==> src/rtl/tlc_multi_phase_if.sv <==
// Signal bundle between the multi-phase traffic light controller and its
// environment: demand inputs, lamp drivers, countdown display.
interface tlc_multi_phase_if #(
  parameter int unsigned N_PHASE = 4,
  parameter int unsigned TW      = 6
);
  localparam int unsigned PW = $clog2(N_PHASE);

  logic                   ped_req;
  logic [N_PHASE-1:0]     veh_det;
  logic [2*N_PHASE-1:0]   light;
  logic                   walk;
  logic [PW-1:0]          phase_idx;
  logic [TW-1:0]          timer_display;
  logic                   ped_pending;

  modport master (
    input  ped_req, veh_det,
    output light, walk, phase_idx, timer_display, ped_pending
  );

  modport slave (
    output ped_req, veh_det,
    input  light, walk, phase_idx, timer_display, ped_pending
  );
endinterface

==> src/rtl/tlc_multi_phase.sv <==
// N-phase traffic light controller: green/yellow/all-red per phase, demand-based
// phase skipping, and a latched pedestrian request that shortens green and adds WALK.
module tlc_multi_phase #(
  parameter int unsigned N_PHASE   = 4,
  parameter int unsigned TW        = 6,
  parameter int unsigned GREEN_T   = 10,
  parameter int unsigned YELLOW_T  = 3,
  parameter int unsigned ALLRED_T  = 1,
  parameter int unsigned PED_T     = 5,
  parameter int unsigned MIN_GREEN = 4
) (
  input  logic               clk,
  input  logic               rst,
  tlc_multi_phase_if.master  bus
);
  localparam int unsigned PW = $clog2(N_PHASE);

  localparam logic [TW-1:0] GR_LD    = TW'(GREEN_T - 1);
  localparam logic [TW-1:0] YEL_LD   = TW'(YELLOW_T - 1);
  localparam logic [TW-1:0] AR_LD    = TW'(ALLRED_T - 1);
  localparam logic [TW-1:0] PED_LD   = TW'(PED_T - 1);
  localparam logic [TW-1:0] TRUNC_AT = TW'(GREEN_T - MIN_GREEN);
  localparam logic [2*N_PHASE-1:0] RST_LIGHT = (2*N_PHASE)'(2'b10);

  typedef enum logic [1:0] {GREEN, YELLOW, ALLRED, WALK} state_e;

  state_e                state_q, state_d;
  logic [TW-1:0]         timer_q, timer_d;
  logic [PW-1:0]         phase_q, phase_d;
  logic                  ped_q, ped_d;
  logic [2*N_PHASE-1:0]  light_q, light_d;
  logic                  walk_q, walk_d;

  logic [PW-1:0]         next_phase;
  logic [PW-1:0]         cand;
  logic                  found;

  // First demanding phase after the current one; the current phase is tried last.
  always_comb begin
    next_phase = PW'((32'(phase_q) + 1) % N_PHASE);
    cand       = '0;
    found      = 1'b0;
    for (int unsigned k = 1; k <= N_PHASE; k++) begin
      cand = PW'((32'(phase_q) + k) % N_PHASE);
      if (!found && bus.veh_det[cand]) begin
        next_phase = cand;
        found      = 1'b1;
      end
    end
  end

  always_comb begin
    state_d = state_q;
    timer_d = timer_q - TW'(1);
    phase_d = phase_q;
    ped_d   = ped_q;

    case (state_q)
      GREEN: begin
        if (timer_q == '0 || (ped_q && timer_q <= TRUNC_AT)) begin
          state_d = YELLOW;
          timer_d = YEL_LD;
        end
      end
      YELLOW: begin
        if (timer_q == '0) begin
          state_d = ALLRED;
          timer_d = AR_LD;
        end
      end
      ALLRED: begin
        if (timer_q == '0) begin
          if (ped_q) begin
            state_d = WALK;
            timer_d = PED_LD;
          end else begin
            state_d = GREEN;
            timer_d = GR_LD;
            phase_d = next_phase;
          end
        end
      end
      WALK: begin
        if (timer_q == '0) begin
          state_d = GREEN;
          timer_d = GR_LD;
          phase_d = next_phase;
        end
      end
    endcase

    // Entering WALK serves the request and wins over a simultaneous press.
    if (state_d == WALK && state_q != WALK) begin
      ped_d = 1'b0;
    end else if (state_q != WALK && bus.ped_req) begin
      ped_d = 1'b1;
    end

    light_d = '0;
    case (state_d)
      GREEN:   light_d[{phase_d, 1'b0} +: 2] = 2'b10;
      YELLOW:  light_d[{phase_d, 1'b0} +: 2] = 2'b01;
      default: light_d = '0;
    endcase
    walk_d = (state_d == WALK);
  end

  always_ff @(posedge clk or posedge rst) begin
    if (rst) begin
      state_q <= GREEN;
      timer_q <= GR_LD;
      phase_q <= '0;
      ped_q   <= 1'b0;
      light_q <= RST_LIGHT;
      walk_q  <= 1'b0;
    end else begin
      state_q <= state_d;
      timer_q <= timer_d;
      phase_q <= phase_d;
      ped_q   <= ped_d;
      light_q <= light_d;
      walk_q  <= walk_d;
    end
  end

  assign bus.light         = light_q;
  assign bus.walk          = walk_q;
  assign bus.phase_idx     = phase_q;
  assign bus.timer_display = timer_q;
  assign bus.ped_pending   = ped_q;
endmodule

==> src/flat_wrapper.sv <==
// flat-port wrapper written by rule: the top's interface ports become plain ports
module tlc_multi_phase_flat 
#(
  parameter int unsigned N_PHASE   = 4,
  parameter int unsigned TW        = 6,
  parameter int unsigned GREEN_T   = 10,
  parameter int unsigned YELLOW_T  = 3,
  parameter int unsigned ALLRED_T  = 1,
  parameter int unsigned PED_T     = 5,
  parameter int unsigned MIN_GREEN = 4
)
  (clk, rst, bus_ped_req, bus_veh_det, bus_light, bus_walk, bus_phase_idx, bus_timer_display, bus_ped_pending);
  tlc_multi_phase_if #(.N_PHASE(N_PHASE), .TW(TW)) bus_i ();
  input  logic clk;
  input  logic rst;
  input wire logic [$bits(bus_i.ped_req)-1:0] bus_ped_req;
  input wire logic [$bits(bus_i.veh_det)-1:0] bus_veh_det;
  output wire logic [$bits(bus_i.light)-1:0] bus_light;
  output wire logic [$bits(bus_i.walk)-1:0] bus_walk;
  output wire logic [$bits(bus_i.phase_idx)-1:0] bus_phase_idx;
  output wire logic [$bits(bus_i.timer_display)-1:0] bus_timer_display;
  output wire logic [$bits(bus_i.ped_pending)-1:0] bus_ped_pending;
  assign bus_i.ped_req = bus_ped_req;
  assign bus_i.veh_det = bus_veh_det;
  assign bus_light = bus_i.light;
  assign bus_walk = bus_i.walk;
  assign bus_phase_idx = bus_i.phase_idx;
  assign bus_timer_display = bus_i.timer_display;
  assign bus_ped_pending = bus_i.ped_pending;
  tlc_multi_phase #(.N_PHASE(N_PHASE), .TW(TW), .GREEN_T(GREEN_T), .YELLOW_T(YELLOW_T), .ALLRED_T(ALLRED_T), .PED_T(PED_T), .MIN_GREEN(MIN_GREEN)) u_core (.clk(clk), .rst(rst), .bus(bus_i));
endmodule
==> config.mk <==
export PLATFORM = sky130hd
export DESIGN_NAME = tlc_multi_phase_flat
export DESIGN_NICKNAME = d
export VERILOG_FILES = /design/src/rtl/tlc_multi_phase_if.sv /design/src/rtl/tlc_multi_phase.sv /design/src/flat_wrapper.sv
export SDC_FILE = /design/constraint.sdc
export NUM_CORES = 1
export LEC_CHECK = 0
export ABC_CLOCK_PERIOD_IN_PS = 2400
export CAP_MARGIN = 10
export CORE_MARGIN = 2
export CORE_UTILIZATION = 44
export DETAILED_ROUTE_END_ITERATION = 8
export PLACE_DENSITY = 0.74
export SETUP_SLACK_MARGIN = 0.1
export SYNTH_ARGS = -nofsm -noshare
export SYNTH_HDL_FRONTEND = slang
export SYNTH_SLANG_ARGS = --single-unit
==> constraint.sdc <==
create_clock -name clk -period 2.4 [get_ports clk]
set_input_delay 0.48 -clock clk [delete_from_list [all_inputs] [get_ports clk]]
set_output_delay 0.48 -clock clk [all_outputs]
set_load 0.005 [all_outputs]
* Word-level counts from Yosys, hierarchy flattened
Index checks and enable logic that the tools add are counted. W data, S select, Z words.
Storage, ports and cells: input bits 7, word-level logic and storage cells 75, output and inout bits 18, bits in registers 20
Cells by class: reduce and logical (&&, ||, !) cells 14, shifts and indexed selects 3, equal/unequal tests 6, magnitude comparators 5, muxes and demuxes 33, $add $sub $neg 6, bitwise gates (word level) 2
Operators with widths (number):
- $mux W6 | 4
- $pmux W6 S4 | 1
- $mux W2 | 11
- $and A8 B8 Y8 | 2
- $pmux W8 S2 | 1
- $shiftx A2 B5 Y8 const A | 2
- $lt A2 B3 Y1 const B | 4
- $mux W1 | 9
- $bmux W1 S2 | 4
- $pmux W2 S4 | 1
- $shift A2 B5 Y8 const A | 1
- $eq A2 B2 Y1 const B | 3
- $le A6 B3 Y1 const B | 1
- $logic_and A1 B1 Y1 | 6
- $logic_not A6 Y1 | 1
- $sub A6 B1 Y6 const B | 1
- $neg A3 Y5 | 1
- $add A2 B1 Y2 const B | 2
- $add A2 B2 Y2 const B | 2
- $eq A2 B1 Y1 const B | 2
- $logic_not A2 Y1 | 2
- $mux W4 | 1
- $pmux W2 S2 | 1
- $logic_not A1 Y1 | 3
- 3 further kinds | 3

* Logic depth before layout (Yosys ltp)
word-level depth 20, mapped depth 11, gate-level depth less buffers 10

* Worst setup path before layout
Ideal clock, no wire load.
path type flip-flop to flip-flop, start point register u_core.timer_q[0], in the netlist u_core.bus.timer_display[0], end point register u_core.light_q[1], in the netlist u_core.bus.light[1], stages on the path, launching flop included 10, data required time 2.303 ns, setup time 0.097 ns, buffers on the path 1, setup slack 0.114 ns, arrival 2.190 ns, period minus slack after synthesis 2.286 ns, cell sequence dfstp_2 -> inv_1 -> ha_1 -> and3_1 -> buf_6 -> nand3b_4 -> mux2i_4 -> ha_1 -> nand3b_1 -> nor4_1
Between the ends: longest elaborated chain between the ends 7, elaborated cells between the ends (all ways) 21, those cells by class add/sub (1); order compare (1); eq/ne (1); shift (3); mux (9); bitwise (2); reduce/logical (4)
RTL lines:
- start: declaration | line tlc_multi_phase.sv:28 | logic [TW-1:0] timer_q, timer_d;
- start signal: assignment | line tlc_multi_phase.sv:118 | timer_q <= timer_d;
- $logic_not A6 Y1 or $le A6 B3 Y1 (tied branches)
- $mux W2 (tied with other cells) | line tlc_multi_phase.sv:84 | if (timer_q == '0) begin
- $pmux W2 S2 or $logic_or A1 B1 Y1 (tied branches) | line tlc_multi_phase.sv:58, tlc_multi_phase.sv:60
- $neg A3 Y5 or $mux W2 (tied branches) | line tlc_multi_phase.sv:101, tlc_multi_phase.sv:102, tlc_multi_phase.sv:60
- $shiftx A2 B5 Y8 (tied with other cells) | line tlc_multi_phase.sv:102 | YELLOW: light_d[{phase_d, 1'b0} +: 2] = 2'b01;
- $and A8 B8 Y8 (no source line) (tied with other cells)
- $pmux W8 S2 * | line tlc_multi_phase.sv:100 | case (state_d)
- net u_core.light_d[1] | line tlc_multi_phase.sv:31 | logic [2*N_PHASE-1:0] light_q, light_d;
- end signal: assignment | line tlc_multi_phase.sv:121 | light_q <= light_d;
- end: declaration | line tlc_multi_phase.sv:31
The timed path passes the listed nets; every way through them passes the cells marked *. A chain may end at the register's enable or synchronous reset.

* Worst setup path after layout
start point register u_core.phase_q[1], in the netlist u_core.bus.phase_idx[1], end point register u_core.light_q[4], in the netlist u_core.bus.light[4]
Between the ends: longest elaborated chain between the ends 20, elaborated cells between the ends (all ways) 35, those cells by class add/sub (5); shift (3); mux (19); bitwise (2); reduce/logical (6)
RTL lines:
- start: declaration | line tlc_multi_phase.sv:29 | logic [PW-1:0] phase_q, phase_d;
- start signal: assignment | line tlc_multi_phase.sv:119 | phase_q <= phase_d;
- $add A2 B1 Y2 | line tlc_multi_phase.sv:40, tlc_multi_phase.sv:44
- $bmux W1 S2 | line tlc_multi_phase.sv:45 | if (!found && bus.veh_det[cand]) begin
- $mux W1 (implied by the code) | line tlc_multi_phase.sv:45
- $mux W1 | line tlc_multi_phase.sv:45
- $logic_not A1 Y1 | line tlc_multi_phase.sv:45
- $logic_and A1 B1 Y1 | line tlc_multi_phase.sv:45
- $mux W1 | line tlc_multi_phase.sv:45
- $logic_not A1 Y1 | line tlc_multi_phase.sv:45
- [5 not listed]
- $mux W2 | line tlc_multi_phase.sv:73 | if (ped_q) begin
- $mux W2 | line tlc_multi_phase.sv:72 | if (timer_q == '0) begin
- $pmux W2 S2 * | line tlc_multi_phase.sv:58 | case (state_q)
- $neg A3 Y5 * | line tlc_multi_phase.sv:101, tlc_multi_phase.sv:102
- $shiftx A2 B5 Y8 (tied with other cells) | line tlc_multi_phase.sv:102
- $and A8 B8 Y8 (no source line)
- $pmux W8 S2 * | line tlc_multi_phase.sv:100
- net u_core.light_d[4] | line tlc_multi_phase.sv:31
The timed path passes the listed nets; every way through them passes the cells marked *. The select of a mux whose other input is x is not followed.

==> impl_metrics.ini <==
[clock_network]
cts_sinks = 20
cts-root-buf = clkbuf_4
htreeDepth = 1
clk-insertion-delay-late_ns = 0.29
clk_pin_slew_ns = 0.12
cts_tree = yes
cts_inserted_buffers = 3
clockBufferDepth = 2

[critical_path]
cp_data_arrival_time_ns = 2.43
worstPathMaxFanout = 8
critPathLaunchType = register
worstPathRequired_ns = 2.59
critPathKind = reg2reg
worstSetupEndpointType = register

[sta]
fin_skew_ns = 0.00671
max_slew.worst_pin.slew_ns = 0.376
report.final.slew_viol_count = 0
maxSlewHeadroom = 0.749
setup_viol = 0
hold_viol_final = 0
max_freq_ghz = 0.448
rsz0062_at_grt = no
fin_ws_ns = 0.165
period_share = 0.931
min_period_ns = 2.23

[logic_synthesis]
seq_area_frac_synth = 0.444
ys_top_cells_by_count = dfrtp_1 (17), nand2_1 (11), nor2_1 (9)
netlist_area_sq_mm = 0.00113
yosysTopAreaCell = dfrtp_1
synth_area_per_cell_sq_um = 9.95
synth_most_common_cell = dfrtp_1
ys_async_sr_fraction = 1.00
synth_cell_types = 38
synth_nets = 128
synth-seq-cells = 20
synth_ff_type = dfrtp_1
yosys_warnings = 0
synth_top_area_share = 0.375
netlist_top_cells_area = dfrtp_1 (37%), ha_1 (7.7%), dfstp_2 (6.9%)
synthCells = 114
synth_edf_count = 0

[power_and_ir_drop]
p_per_area_mw_per_mm2 = 1240
swShare = 0.393
seqPwrFrac = 0.288
p_sw_mw = 0.824
power_frac_clock = 0.129
p_leak_nw = 0.745
max-vdd-ir-drop_mv = 0.870
comb_power_share = 0.584
power.internal_mw = 1.27

[floorplan]
core_area_sq_mm = 0.00245
die_x_microns = 54.8
die_y_microns = 54.8
io-pin-count = 25
start_util = 0.462
rows = 18
die_area_sq_mm = 0.00300

[routing]
firstDrtPassIters = 4
drtIter0Drc = 18
wl_per_cell_microns = 13.8
detail-route-antenna-nets = 0
via_per_inst = 5.46
drc = 0
vias = 1021
wl_mm = 2.57

[placement]
port_buffers = 24
dp_cells = 179
gp_congestion = 0.825
pre_cts_ws_ns = -0.349
hpwl_mm = 1.80

[global_route]
grt_max_degree = 21
grt_pass1_vias = 937
grt_overflow = 0
grt_usage = 0.176
grt_antenna_before_repair = 0
grt_pass1_wl_mm = 3.81

[layout]
area_delta_synth_final_pct = 48.5
post-route-util = 0.687
drive_above_1_share = 0.325
diodes = 0
nNetsFinal = 172
fin_cells = 187
fill_cells = 192

[run_status]
status = finished clean

[flow_run]
drv_cap = 0

[hold_path]
hp-class = in2async
-- timing repair --
item / in CTS / in global routing
buffers inserted: 1 / 3
pin swaps: 1 / 5
hold buffers: 0 / 0
gates resized for setup: 4 / 20
endpoints found under the setup margin: 8 / 8
cloned: 0 / 0
-- sequential cells by signal (all words and copies together), names as in the netlist --
name and count:
u_core.bus.ped_pending 1, u_core.bus.phase_idx 2, u_core.bus.light 8, u_core.bus.walk 1, u_core.state_q 2, u_core.bus.timer_display 6
-- metal layers --
layer | track usage | vias up | wire length (microns)
met5 | 0 | - | 0
met4 | 0.0625 | 0 | 28
met3 | 0.0301 | 4 | 81
met2 | 0.317 | 26 | 1370
met1 | 0.207 | 495 | 1090
li1 | - | 496 | -
-- power groups by stage --
stage	Clock, mW	Combinational, mW	Sequential (mW)
floorplan	0	0.629	0.576
global placement	0	1.01	0.591
detailed placement	0	1.04	0.597
CTS	0.278	1.10	0.591
global route	0.292	1.35	0.621
finish	0.270	1.22	0.603
-- area by class of cell --
type,instances,area (sq um),share of cell area
multi-input cells,83,666,0.395
flip-flops and latches,20,507,0.301
repair buffers,42,390,0.232
well taps,30,37.5,0.0223
inverters,8,32.5,0.0193
clock inverters,1,30.0,0.0178
clock buffers,3,22.5,0.0134
-- through the flow --
stage	hold WS (ns)	cell area (sq um)	total power, mW	setup TNS, ns
finish	0.490	1690	2.10	0
global route	0.511	1690	2.26	0
CTS	0.498	1580	1.97	0
detailed placement	0.546	1500	1.63	-2.16
global placement	0.536	1500	1.60	-1.56
floorplan	0.442	1130	1.21	0
-- logic make-up after synthesis --
group                    after synthesis  synth area share
AND/OR/NAND/NOR                       46             0.232
AO/OA/AOI/OAI                         26             0.158
flip-flops                            20             0.444
buffers and inverters                 11            0.0463
adder cells (fa/ha/maj)                7            0.0772
XOR/XNOR                               3            0.0232
multiplexers                           1            0.0198
-- cells in the final DEF, fill, tap and decap left out, types with 2 or more instances in the layout --
cell,netlist,layout
nor4_2,0,4
buf_4,0,16
nand3b_1,4,4
nor2_1,9,8
buf_6,1,2
nand2_1,11,11
clkbuf_4,0,3
dfstp_2,3,3
dlymetal6s2s_1,0,3
inv_1,7,7
a21boi_0,2,2
dfrtp_1,17,15
a21oi_1,6,6
o31ai_1,2,2
ha_1,7,5
nor4_1,8,4
dfrtp_2,0,2
nor3_1,3,2
clkdlybuf4s50_1,0,21
xnor2_1,2,2
and2b_2,4,4
o21ai_0,6,5
o21ai_2,0,2
-- final timing paths --
check / cells after the start / endpoint / from / slack (ns)
max reg2reg: 5 / u_core.bus.light[4] / u_core.bus.phase_idx[1] / 0.17
max in group asynchronous: 3 / u_core.bus.light[1] / rst / 1.64
min: 3 / u_core.bus.timer_display[4] / rst / 0.49
min in group clk: 2 / u_core.bus.timer_display[4] / u_core.bus.timer_display[4] / 0.59
min reg2reg: 2 / u_core.bus.timer_display[4] / u_core.bus.timer_display[4] / 0.59
max: 5 / u_core.bus.light[4] / u_core.bus.phase_idx[1] / 0.17
-- critical path, cell delays in order, from the launching register on --
cell and delay, ns:
dfrtp_1 0.51, o311a_4 0.42, o41a_1 0.49, ha_4 0.31, nand3b_1 0.11, nor4_1 0.29
Note: power is estimated with default switching activity, not from simulation.
==> patch, RTL diff (same flow settings) <==
`TW` is set to 6 in 3 places; all go to 7.
--- a/src/rtl/tlc_multi_phase_if.sv
+++ b/src/rtl/tlc_multi_phase_if.sv
@@ -2,7 +2,7 @@
 // environment: demand inputs, lamp drivers, countdown display.
 interface tlc_multi_phase_if #(
   parameter int unsigned N_PHASE = 4,
-  parameter int unsigned TW      = 6
+  parameter int unsigned TW      = 7
 );
   localparam int unsigned PW = $clog2(N_PHASE);
 
--- a/src/rtl/tlc_multi_phase.sv
+++ b/src/rtl/tlc_multi_phase.sv
@@ -2,7 +2,7 @@
 // phase skipping, and a latched pedestrian request that shortens green and adds WALK.
 module tlc_multi_phase #(
   parameter int unsigned N_PHASE   = 4,
-  parameter int unsigned TW        = 6,
+  parameter int unsigned TW        = 7,
   parameter int unsigned GREEN_T   = 10,
   parameter int unsigned YELLOW_T  = 3,
   parameter int unsigned ALLRED_T  = 1,
--- a/src/flat_wrapper.sv
+++ b/src/flat_wrapper.sv
@@ -2,7 +2,7 @@
 module tlc_multi_phase_flat 
 #(
   parameter int unsigned N_PHASE   = 4,
-  parameter int unsigned TW        = 6,
+  parameter int unsigned TW        = 7,
   parameter int unsigned GREEN_T   = 10,
   parameter int unsigned YELLOW_T  = 3,
   parameter int unsigned ALLRED_T  = 1,
Interface: changed (resized bus_timer_display); port bits go from 25 to 26. No check against the original RTL was run, so the function may have changed too.
==> patch against the original RTL <==
Sequential cell count increased by 1; area after synthesis down 0.33%; power decreased by 7.2%; setup slack got worse by 0.056 ns; routed wire length is 2.6% lower; count of clock-buffer cells in the layout unchanged; final area down 3.9%; final cell count fell by 5.9%; via count is 8.1% lower; utilization down 2.7 points; synthesized cell count is 5.3% lower; non-clock buffer count shrank 6; clock skew is 0.0013 ns lower; global-route usage grew 0.28 points; highest routed layer unchanged.
==> patch: results (changes against the original RTL) <==
| Metric | Value |
|---|---|
| CP arrival | 2.53 ns (+0.10 ns) |
| Static leakage | 0.6817 nW (-8.5%) |
| Pin count of the biggest net entering global routing | 22 (+4.8%) |
| Syn Nets | 122 (-4.7%) |
| Sequential share of the synthesized area | 46.79% (+2.4 points) |
| Routability Congestion | 0.8770 (+6.4%) |
| Peak supply drop | 0.8299 mV (-4.6%) |
| Antenna violations before repair | 0 (unchanged) |
| Sw power | 803.2 uW (-2.6%) |
| DR vias/cell | 5.330 (-2.4%) |
| Worst-path maximum fanout | 4 (-4) |
| Skew final | 0.005434 ns (-0.001279 ns) |
| Fraction of layout cells with a size suffix above 1 | 25.34% (-7.1 points) |
| Yosys Warn Count | 0 (unchanged) |
| Fin nets | 161 (-6.4%) |
| CTS Buf Count | 3 (unchanged) |
| Ys async rst share | 100.0% (unchanged) |
| GRT Residual Overflow | 0 (unchanged) |
| Hpwl dp | 1.745 mm (-3.2%) |
| Most frequent cells after synthesis | 18 x dfrtp_1, 12 x nor3_1, 8 x nand2_1, 8 x o21ai_0 |
| H-tree depth | 1 (unchanged) |
| Maximum clock path buffer count | 2 (unchanged) |
| Cell count after placement | 166 (-7.3%) |
| Post-Syn Area per Cell | 10.47 um2 (+5.2%) |
| Synth top area cells | dfrtp_1 40%, ha_1 7.7%, dfstp_2 7.0%, nor3_1 5.3%, o21ai_0 3.5% |
| Drt first-iter violations | 19 (+1) |
| First-pass GRT wire length | 3.774 mm (-0.89%) |
| Reg clk slew, reported paths | ~0.13 ns |
| Synth unique cells | 37 (-2.6%) |
| Max FFs per register | 8 (unchanged) |
| Total global-route track usage | 17.88% (+0.28 points) |
| Drt pass-1 iters | 4 (unchanged) |
| Vias in the first global route | 888 (-5.2%) |
| Dpl ws | -0.04736 ns (+0.3014 ns) |
| # diodes | 0 (unchanged) |
| Slew @ Worst Pin | 0.7609 ns (+0.3853 ns) |
| Total Wirelength | 2.507 mm (-2.6%) |
| PortBufs | 25 (+4.2%) |
| CTS root buf | clkbuf_4 |
| Status | finished clean |
| Post-route insts no fill | 176 (-5.9%) |
| Worst-skew pair later-pin latency | 0.31 ns (+0.02 ns) |
| Hold Crit Class | flip-flop to flip-flop |
| Most used flip-flop cell after synthesis | dfrtp_1 |
[patch: changes by cell type after synthesis, sizes merged, moves of 3 or more]
| cell | change |
|---|---|
| o21a | +3 |
| nand3b | -3 |
| nor4 | -8 |
| nand2 | -3 |
| nor2 | -7 |
| and2b | -4 |
| nor3 | +9 |
| nand4b | +4 |
[patch: critical path, cell delays in order (launching register included)]
cell	delay, ns
dfrtp_1	0.41
inv_2	0.07
ha_4	0.12
or3b_4	0.41
nor2_8	0.13
nand3b_4	0.12
mux2i_4	0.24
ha_4	0.31
nand4b_1	0.18
nor3_2	0.21
[patch: routing by layer]
layer	vias up	GRT usage, %	share of wire, %
li1	465	-	-
met1	453	20.53	41
met2	16	32.14	54
met3	4	3.279	3.5
met4	0	7.500	1.1
met5	-	0	0
[patch: stage by stage]
step,TNS (ns),instance area (um2)
final,0,1619
after global placement,0,1460
after CTS,0,1560
after global routing,-0.01204,1619
after detailed placement,-0.07771,1460
after floorplan,0,1144
[patch: timing repair]
action,in CTS,in global routing
resized for setup,7,10
buffers inserted,4,2
pin swaps,4,5
endpoints found under the setup margin,8,8
[patch: area by class of cell]
cell class                 count  area, um2
timing repair buffer          36      345.3
clock inverter                 1      7.507
tap                           30      37.54
multi-input combinational     76      630.6
fill                         196      835.8
clock buffer                   3      22.52
sequential                    21      529.3
inverter                       9      46.29
[patch: logic make-up after synthesis]
| family | count (synthesis) | share of synthesized area (%) |
|---|---|---|
| AND/OR/NAND/NOR | 37 | 21.02 |
| AO/OA/AOI/OAI | 27 | 15.38 |
| flip-flops | 21 | 46.79 |
| buffers and inverters | 11 | 3.982 |
| adder cells (fa/ha/maj) | 7 | 7.743 |
| XOR/XNOR | 4 | 3.098 |
| multiplexers | 1 | 1.991 |
[patch: power by group through the flow]
stage / Combinational [mW] / Clock, mW / Sequential (mW)
global placement: 0.913 / 0 / 0.628
global route: 1.25 / 0.196 / 0.653
floorplan: 0.604 / 0 / 0.592
CTS: 1.04 / 0.185 / 0.627
detailed placement: 0.928 / 0 / 0.637
finish: 1.14 / 0.176 / 0.630
[patch: path summary, 6_finish.rpt]
kind | endpoint | depth (start not counted) | slack, ns | from
max in group asynchronous | u_core.bus.phase_idx[0] | 2 | 1.33 | rst
worst min-delay path | u_core.bus.timer_display[6] | 1 | 0.57 | u_core.bus.timer_display[6]
worst max-delay path | u_core.bus.light[3] | 9 | 0.11 | u_core.bus.timer_display[1]
min in group asynchronous | u_core.bus.timer_display[6] | 2 | 0.59 | rst
worst min register to register | u_core.bus.timer_display[6] | 1 | 0.57 | u_core.bus.timer_display[6]
worst max register to register | u_core.bus.light[3] | 9 | 0.11 | u_core.bus.timer_display[1]
